===== config.mk =====
export PLATFORM = sky130hd
export DESIGN_NAME = vector_serializer
export DESIGN_NICKNAME = d
export VERILOG_FILES = /design/src/rtl/vector_pkg.sv /design/src/rtl/vector_serializer.sv
export SDC_FILE = /design/constraint.sdc
export NUM_CORES = 1
export LEC_CHECK = 0
export CORE_UTILIZATION = 51
export DETAILED_ROUTE_END_ITERATION = 10
export PLACE_DENSITY = 0.87
export SETUP_SLACK_MARGIN = 0.02
export SLEW_MARGIN = 10
export SYNTH_ARGS = -nofsm -noshare
export SYNTH_HDL_FRONTEND = slang
export SYNTH_SLANG_ARGS = --single-unit

===== constraint.sdc =====
create_clock -name clk -period 1.6 [get_ports clk]
set_input_delay 0.32 -clock clk [delete_from_list [all_inputs] [get_ports clk]]
set_output_delay 0.32 -clock clk [all_outputs]
set_load 0.05 [all_outputs]

===== src/rtl/vector_pkg.sv =====
// Shared types and constants for the bit-ordered vector stream.
// The serializer and its matching receiver both import this package.
package vector_pkg;

    typedef enum logic {
        IDLE  = 1'b0,
        SHIFT = 1'b1
    } state_t;

    localparam logic ORDER_MSB_FIRST = 1'b0;
    localparam logic ORDER_LSB_FIRST = 1'b1;

endpackage


===== src/rtl/vector_serializer.sv =====
// Parallel-to-serial transmitter: one WIDTH-bit word per handshake,
// driven out one bit per clock in the order chosen with the word.
module vector_serializer
    import vector_pkg::*;
#(
    parameter  int WIDTH = 16,
    localparam int CNT_W = $clog2(WIDTH)
) (
    input  logic             clk,
    input  logic             rst_n,
    input  logic [WIDTH-1:0] din,
    input  logic             din_valid,
    input  logic             lsb_first,
    output logic             din_ready,
    output logic             sdo,
    output logic             sdo_valid,
    output logic             sdo_last
);

    localparam logic [CNT_W-1:0] LAST_CNT = CNT_W'(WIDTH - 1);

    state_t           state_q, state_d;
    logic [WIDTH-1:0] shift_q, shift_d;
    logic [CNT_W-1:0] cnt_q, cnt_d;
    logic             order_q, order_d;
    logic             accept;

    assign sdo_last  = (state_q == SHIFT) && (cnt_q == LAST_CNT);
    assign sdo_valid = (state_q == SHIFT);
    assign din_ready = rst_n && ((state_q == IDLE) || sdo_last);
    assign accept    = din_valid && din_ready;

    // The output end depends on the order latched with the word
    always_comb begin
        sdo = 1'b0;
        if (state_q == SHIFT) begin
            sdo = (order_q == ORDER_LSB_FIRST) ? shift_q[0]
                                               : shift_q[WIDTH-1];
        end
    end

    always_comb begin
        state_d = state_q;
        shift_d = shift_q;
        cnt_d   = cnt_q;
        order_d = order_q;
        if (accept) begin
            state_d = SHIFT;
            shift_d = din;
            cnt_d   = '0;
            order_d = lsb_first;
        end else if (state_q == SHIFT) begin
            if (sdo_last) begin
                state_d = IDLE;
            end else begin
                cnt_d = cnt_q + CNT_W'(1);
                if (order_q == ORDER_LSB_FIRST) begin
                    shift_d = {1'b0, shift_q[WIDTH-1:1]};
                end else begin
                    shift_d = {shift_q[WIDTH-2:0], 1'b0};
                end
            end
        end
    end

    always_ff @(posedge clk or negedge rst_n) begin
        if (!rst_n) begin
            state_q <= IDLE;
            shift_q <= '0;
            cnt_q   <= '0;
            order_q <= ORDER_MSB_FIRST;
        end else begin
            state_q <= state_d;
            shift_q <= shift_d;
            cnt_q   <= cnt_d;
            order_q <= order_d;
        end
    end

endmodule


-- Word level (Yosys, flattened, before mapping)
Cells that the tools add are included.
- bits of input ports: 20
- output and inout bits: 4
- bits in registers: 22
- word-level logic and storage cells: 26
- bitwise logic cells: 1
- equal/unequal tests: 2
- reduce and logical (&&, ||, !) cells: 6
- add/sub/neg operators: 1
- mux-type cells: 12
- operators by type and width (cell ; count):
    $mux 16 ; 4
    $mux 4 ; 3
    $mux 1 ; 5
    $add 4x1->4 const B ; 1
    $eq 4x4->1 const B ; 1
    $logic_and 1x1->1 ; 3
    $ne 2x1->1 const B ; 1
    $reduce_and 2->1 ; 1
    $reduce_bool 2->1 ; 1
    $logic_or 1x1->1 ; 1
    $not 1->1 ; 1

-- Logic depth before layout (Yosys ltp)
Gate-level depths: netlist of run 1.
- depth in word-level cells: 7
- gate-level depth with buffers: 5

-- Worst setup path before layout of run 1
OpenSTA, ideal clock, no wires.
- path type: register to output
- from: reg state_q (netlist: sdo_valid)
- to: out sdo
- setup slack: -0.279 ns
- cell stages (with the launch flop): 3
- buffers on the path: 0
- arrival time: 1.559 ns
- path through: dfrtp_1 inv_1 nor2_1
- longest elaborated chain between the ends: 1
- ends and longest elaborated chain (what ; RTL line ; RTL):
    start: declaration ; vector_serializer.sv:22 ; state_t state_q, state_d;
    start signal: assignment ; vector_serializer.sv:73 ; state_q <= state_d;
    $mux 1 ; vector_serializer.sv:36 ; if (state_q == SHIFT) begin
    end: declaration ; vector_serializer.sv:15 ; output logic sdo,
Every way passes these cells.

-- Worst setup path after layout of run 1
- from: reg cnt_q[1]
- to: out din_ready
- longest elaborated chain between the ends: 4
- ends and longest elaborated chain (what ; RTL line ; RTL):
    start: declaration ; vector_serializer.sv:24 ; logic [CNT_W-1:0] cnt_q, cnt_d;
    start signal: assignment ; vector_serializer.sv:75 ; cnt_q <= cnt_d;
    $eq 4x4->1 ; vector_serializer.sv:28 ; assign sdo_last = (state_q == SHIFT) && (cnt_q == LAST_CNT);
    $logic_and 1x1->1 ; vector_serializer.sv:28 ;
    $logic_or 1x1->1 ; vector_serializer.sv:30 ; assign din_ready = rst_n && ((state_q == IDLE) || sdo_last);
    $logic_and 1x1->1 ; vector_serializer.sv:30 ;
    end: declaration ; vector_serializer.sv:14 ; output logic din_ready,
Every way passes these cells.

==> results of run 1 <==
==> cell usage after synthesis <==
master     n
xnor2_1    1
o22ai_1    1
nand2_2    1
o221ai_1   1
or3_1      1
buf_4      1
mux2_1     1
a21oi_1    2
nor3_1     1
buf_8      1
nand3_2    1
buf_6      3
nand2_4    1
nand2_1    2
dfrtp_1   22
o21ai_2    1
nor2b_1    1
inv_1      3
ha_1       1
mux2i_1   47
and2_1     1
nand3_1    1
nor2_1     2
a31o_1     1
and3_2     2
==> power groups by stage <==
| stage | Clock [mW] | Combinational (mW) | Sequential [mW] |
|---|---|---|---|
| after floorplan | 0 | 1.16 | 1.03 |
| after global placement | 0 | 1.44 | 1.06 |
| after detailed placement | 0 | 1.50 | 1.08 |
| after CTS | 0.319 | 1.62 | 1.06 |
| after global routing | 0.340 | 1.93 | 1.11 |
| final | 0.315 | 1.81 | 1.08 |
==> registers in the layout (all words and copies together), names as in the netlist <==
signal     flops
shift_q       16
sdo_valid      1
order_q        1
cnt_q          4
==> repair_timing <==
action	4_1_cts	5_1_grt
setup buffers	6	7
pin swaps	3	0
gates resized for setup	3	6
endpoints found under the hold margin	0	0
endpoints found under the setup margin	3	4
==> final cells by class <==
class,count,area [sq um]
repair buffers,41,418
well taps,28,35.0
multi-input cells,70,673
inverters,3,15.0
fillers,150,526
clock buffers,4,36.3
flip-flops and latches,22,552
==> routing by layer <==
metal	GRT usage [%]	wire length (um)	vias up
met5	0	0	-
met4	10.4	59	0
met3	4.39	108	9
met2	38.7	1480	34
met1	26.9	1240	473
li1	-	-	447
==> kinds of logic after synthesis <==
family | Yosys count
and+or+nand+nor | 14
DFF | 22
xor gates and xnor gates | 1
buffers and inverters | 8
AOI/OAI and AO/OA | 6
muxes | 48
adders and majority gates | 1
==> worst max-delay path by stage <==
stage / start / end / slack [ps]
2_1_floorplan: sdo_valid / sdo / -80
3_3_place_gp: rst_n / order_q / 60
3_5_place_dp: rst_n / shift_q[6] / 20
4_1_cts: cnt_q[1] / din_ready / -90
5_1_grt: cnt_q[1] / din_ready / -160
6_report: cnt_q[1] / din_ready / -100
==> critical path, cell delays in order (launching register included) <==
cell and delay, ps:
dfrtp_1 410, ha_2 210, nand3_4 80, nand2_2 60
and2_4 160, buf_12 140
==> results.yml, run 1 <==
timing:
  tns_ps: -223
  slew_headroom_pct: 79.3
  setup_ws_ps: -98.7
  hold_viol: 0
  slew_violations: 0
  fin_skew_ps: 3.41
  post-route-period-util_pct: 106
  rsz0062_at_grt: "yes"
  setup_viol: 3
  max_freq_ghz: 0.589
  worstMarginPinSlew_ps: 310
  timing.final.crit_period_ps: 1700
  hold_ws_ps: 416
power_and_ir_drop:
  combPwrFrac_pct: 56.5
  ir_worst_vdd_mv: 1.31
  total_power_mw: 3.20
  p_sw_mw: 1.26
  p_leak_nw: 0.808
  internal_power_mw: 1.93
  clockPowerShare_pct: 9.8
  pwr_density_cell_nw_per_um2: 1850
  switching_share_pct: 39.6
  p_seq_share_pct: 33.7
placement:
  numPortBuffers: 23
  gp_congestion: 0.760
  placed_area_sq_um: 1560
  dp_cells: 151
  hpwl_mm: 1.78
  post-place-ws_ps: 18.9
synthesis:
  synth_fa_ha_area_share_pct: 1.00
  synth_top_family_by_area: "multiplexers"
  yosysTopAreaCellShare_pct: 44.0
  synth_compound_area_share_pct: 3.40
  syn_nets: 121
  syn-cell-area_sq_um: 1250
  synthTopCellsByArea: "dfrtp_1 (44%), mux2i_1 (38%), buf_6 (2.7%)"
  synth_top_cell_by_area: "dfrtp_1"
  yosysUniqueCellTypes: 25
  synthCells: 100
  synthSimpleGateAreaFrac_pct: 6.91
  seq_area_frac_synth_pct: 44.0
  synthXorXnorAreaFrac_pct: 0.701
  synth.avg_cell_area_sq_um: 12.5
  synthMuxAreaShare_pct: 38.5
  ys.warnings.count: 0
  synth-seq-cells: 22
routing:
  drt_pre_antenna_iters: 4
  vias: 963
  ant_nets: 0
  drc_errors: 0
  drt-vias-per-instance: 5.73
  wl_mm: 2.89
  drtIter0Drc: 13
  post_drt_wl_per_cell_um: 17.2
global_route:
  grt-ovfl-total: 0
  grt.total_usage_pct: 22.5
  grt_max_degree: 20
  antenna_found_initial: 0
  grt_pass1_wl_mm: 4.26
  grt_pass1_vias: 943
setup_path:
  cp-end-kind: "output pin"
  criticalPathCategory: "reg -> out"
  critPathMaxFanout: 3
  ff2ff_path_depth: 7
  crit_arrival_ps: 1380
  rr_startpoint: "cnt_q[1]"
  reg2reg_slack_ps: -80
  start_kind: "flip-flop"
  rr_endpoint: "order_q"
  crit_required_ps: 1280
die:
  ios: 24
  start_util_pct: 55.4
  rows: 17
  dieArea_sq_um: 2650
  core_area_sq_um: 2250
  die_h_um: 51.5
  die_x_um: 51.5
clocking:
  htree_levels: 1
  clock-sinks: 22
  clkLatencyLatePin_ps: 310
  hold_buffers: 0
  clock_path_buffers: 2
  cts_tree: "built"
  clk_pin_slew_worst_paths_ps: 120
  cts-root-buf: "clkbuf_4"
  cts_buffers: 3
cells_and_area:
  layout-drive-gt1-share_pct: 29.3
  finalInstanceArea_sq_um: 1730
  post-route-util_pct: 76.7
  area_growth_syn_to_layout_pct: 38.3
  antenna_cells: 0
  final_cells: 168
  final_cell_mix: "mux2i_1 (46), dfrtp_1 (21), clkdlybuf4s50_1 (19)"
  mostFrequentLayoutCell: "mux2i_1"
  nets: 162
flow_run:
  cap_violations: 0
outcome:
  status: "finished with violations"
  violations: "negative setup slack"
worst_hold_path:
  hold_path.class: "in -> async"
Note: power is estimated with default switching activity, not from simulation.
==> run 2: changes to the inputs <==
Settings changed: ABC_AREA set to 1, CORE_UTILIZATION 51 to 53.
==> results.yml, run 2 <==
synthesis:
  ys.warnings.count: 0
  synth-seq-cells: 22
  yosysMostFrequentCell: "nand2_1"
  synth_flop_cell: "dfrtp_1"
  async_reset_ff_share_pct: 100
  synthCells: 174
  yosysTopAreaCellShare_pct: 37.8
  synthTopCellsByArea: "dfrtp_1 (38%), nand2_1 (14%), o211ai_1 (7.7%)"
  seq_area_frac_synth_pct: 37.8
  yosysUniqueCellTypes: 23
  synth_top_cell_by_area: "dfrtp_1"
  synth-edff-count: 0
  syn-cell-area_sq_um: 1460
  syn_nets: 195
  synth_common_cells: "nand2_1 (53), dfrtp_1 (22), nand3_1 (21)"
  synth.avg_cell_area_sq_um: 8.37
cells_and_area:
  post-route-util_pct: 71.4
  layout-drive-gt1-share_pct: 19.4
  final_cells: 236
  top_register: "shift_q"
  regArea_sq_um: 552
  final.fill_count: 195
  area_growth_syn_to_layout_pct: 24.8
  antenna_cells: 0
  nets: 228
  mostFrequentLayoutCell: "nand2_1"
  largest_reg_flops: 16
  reg_top3: "shift_q: 16 flops, cnt_q: 4 flops"
  multiInputGateArea_sq_um: 719
  final_cell_mix: "nand2_1 (53), nand3_1 (21), dfrtp_1 (21)"
routing:
  drtIter0Drc: 46
  wl_met2_mm: 1.78
  ant_nets: 0
  top_layer: "met4"
  m1WireLength_mm: 1.48
  drt_pre_antenna_iters: 4
  vias: 1391
  wl_met3_um: 161
  post_drt_wl_per_cell_um: 14.7
  drc_errors: 0
  drt-vias-per-instance: 5.89
  wl_mm: 3.47
timing:
  fin_skew_ps: 15.7
  tns_ps: -187
  hold_ws_ps: 406
  setup_viol: 2
  slew_violations: 0
  max_freq_ghz: 0.577
  slew_headroom_pct: 65.4
  timing.final.crit_period_ps: 1730
  setup_ws_ps: -132
  worstMarginPinSlew_ps: 518
  post-route-period-util_pct: 108
  hold_viol: 0
  rsz0062_at_grt: "yes"
power_and_ir_drop:
  pwr_density_cell_nw_per_um2: 1660
  p_leak_nw: 0.845
  ir_worst_vdd_mv: 1.29
clocking:
  clkLatencyLatePin_ps: 330
  cts-root-buf: "clkbuf_4"
  htree_levels: 1
  clk_pin_slew_worst_paths_ps: 140
  hold_buffers: 0
  cts_buffers: 3
  clock-sinks: 22
  clock_path_buffers: 2
  cts_tree: "built"
die:
  die_x_um: 54.4
  start_util_pct: 57.2
  die_h_um: 54.4
  core_area_sq_um: 2540
  dieArea_sq_um: 2960
  rows: 18
  ios: 24
placement:
  gp_congestion: 0.770
  dp_cells: 223
  post-place-ws_ps: 13.9
  hpwl_mm: 2.21
  numPortBuffers: 23
global_route:
  grt_max_degree: 40
  grt.total_usage_pct: 26.9
  grt_pass1_vias: 1237
  grt_pass1_wl_mm: 5.58
  grt-ovfl-total: 0
  antenna_found_initial: 0
flow_run:
  cap_violations: 0
setup_path:
  critPathMaxFanout: 4
  ff2ff_path_depth: 7
  criticalPathCategory: "reg -> out"
  rr_endpoint: "shift_q[12]"
  crit_arrival_ps: 1410
  reg2reg_slack_ps: 120
  crit_required_ps: 1280
  start_kind: "flip-flop"
  cp-end-kind: "output pin"
  rr_startpoint: "cnt_q[1]"
outcome:
  status: "finished with violations"
  violations: "negative setup slack"
worst_hold_path:
  hold_path.class: "in -> async"
## run 2: how the worst max path moves through the flow
| stage | start | to | slack (ps) |
|---|---|---|---|
| after floorplan | cnt_q[1] | din_ready | 40 |
| after global placement | rst_n | din_ready | 50 |
| after detailed placement | rst_n | shift_q[0] | 10 |
| after CTS | cnt_q[0] | din_ready | -130 |
| after global routing | cnt_q[1] | din_ready | -200 |
| final | cnt_q[1] | din_ready | -130 |
## run 2: cell type report
class / count / area share (%)
multi-input cells: 128 / 39.6
flip-flops and latches: 22 / 30.4
well taps: 30 / 2.06
inverters: 10 / 2.20
repair buffers: 42 / 23.8
clock buffers: 4 / 2.00
## run 2: critical path, stage by stage (launching register included)
cell and delay (ps):
dfrtp_1 420, ha_4 170, nand3_4 110, nand2_4 100, inv_4 40, nor2_4 90, buf_12 140
## run 2: per-stage QoR
step | instance area, sq um | power [mW]
global route | 1820 | 3.25
finish | 1820 | 3.01
global placement | 1700 | 2.43
detailed placement | 1700 | 2.49
floorplan | 1490 | 2.23
CTS | 1790 | 2.94
## run 2: kinds of logic after synthesis
kind of cell    after synthesis  synth area share, %
simple gates                102                 34.2
compound gates               25                 11.8
buf+inv                      24                 15.4
flops                        22                 37.8
fa+ha+maj                     1                0.859
## run 2: repair_timing
item | 4_1_cts | 5_1_grt
endpoints found under the setup margin | 3 | 12
resized for setup | 2 | 3
pin swaps | 3 | 2
buffers inserted | 7 | 2
## run 2: report_power, final
| part | internal, mW | switching [mW] | total, mW |
|---|---|---|---|
| logic | 0.753 | 0.951 | 1.70 |
| registers | 0.778 | 0.199 | 0.977 |
| clock network | 0.139 | 0.190 | 0.329 |
## run 2: layer usage
layer / up-vias / GRT usage (%)
met2: 40 / 46.7
li1: 675 / -
met1: 672 / 32.5
met3: 4 / 6.11
met5: - / 0
met4: 0 / 8.55
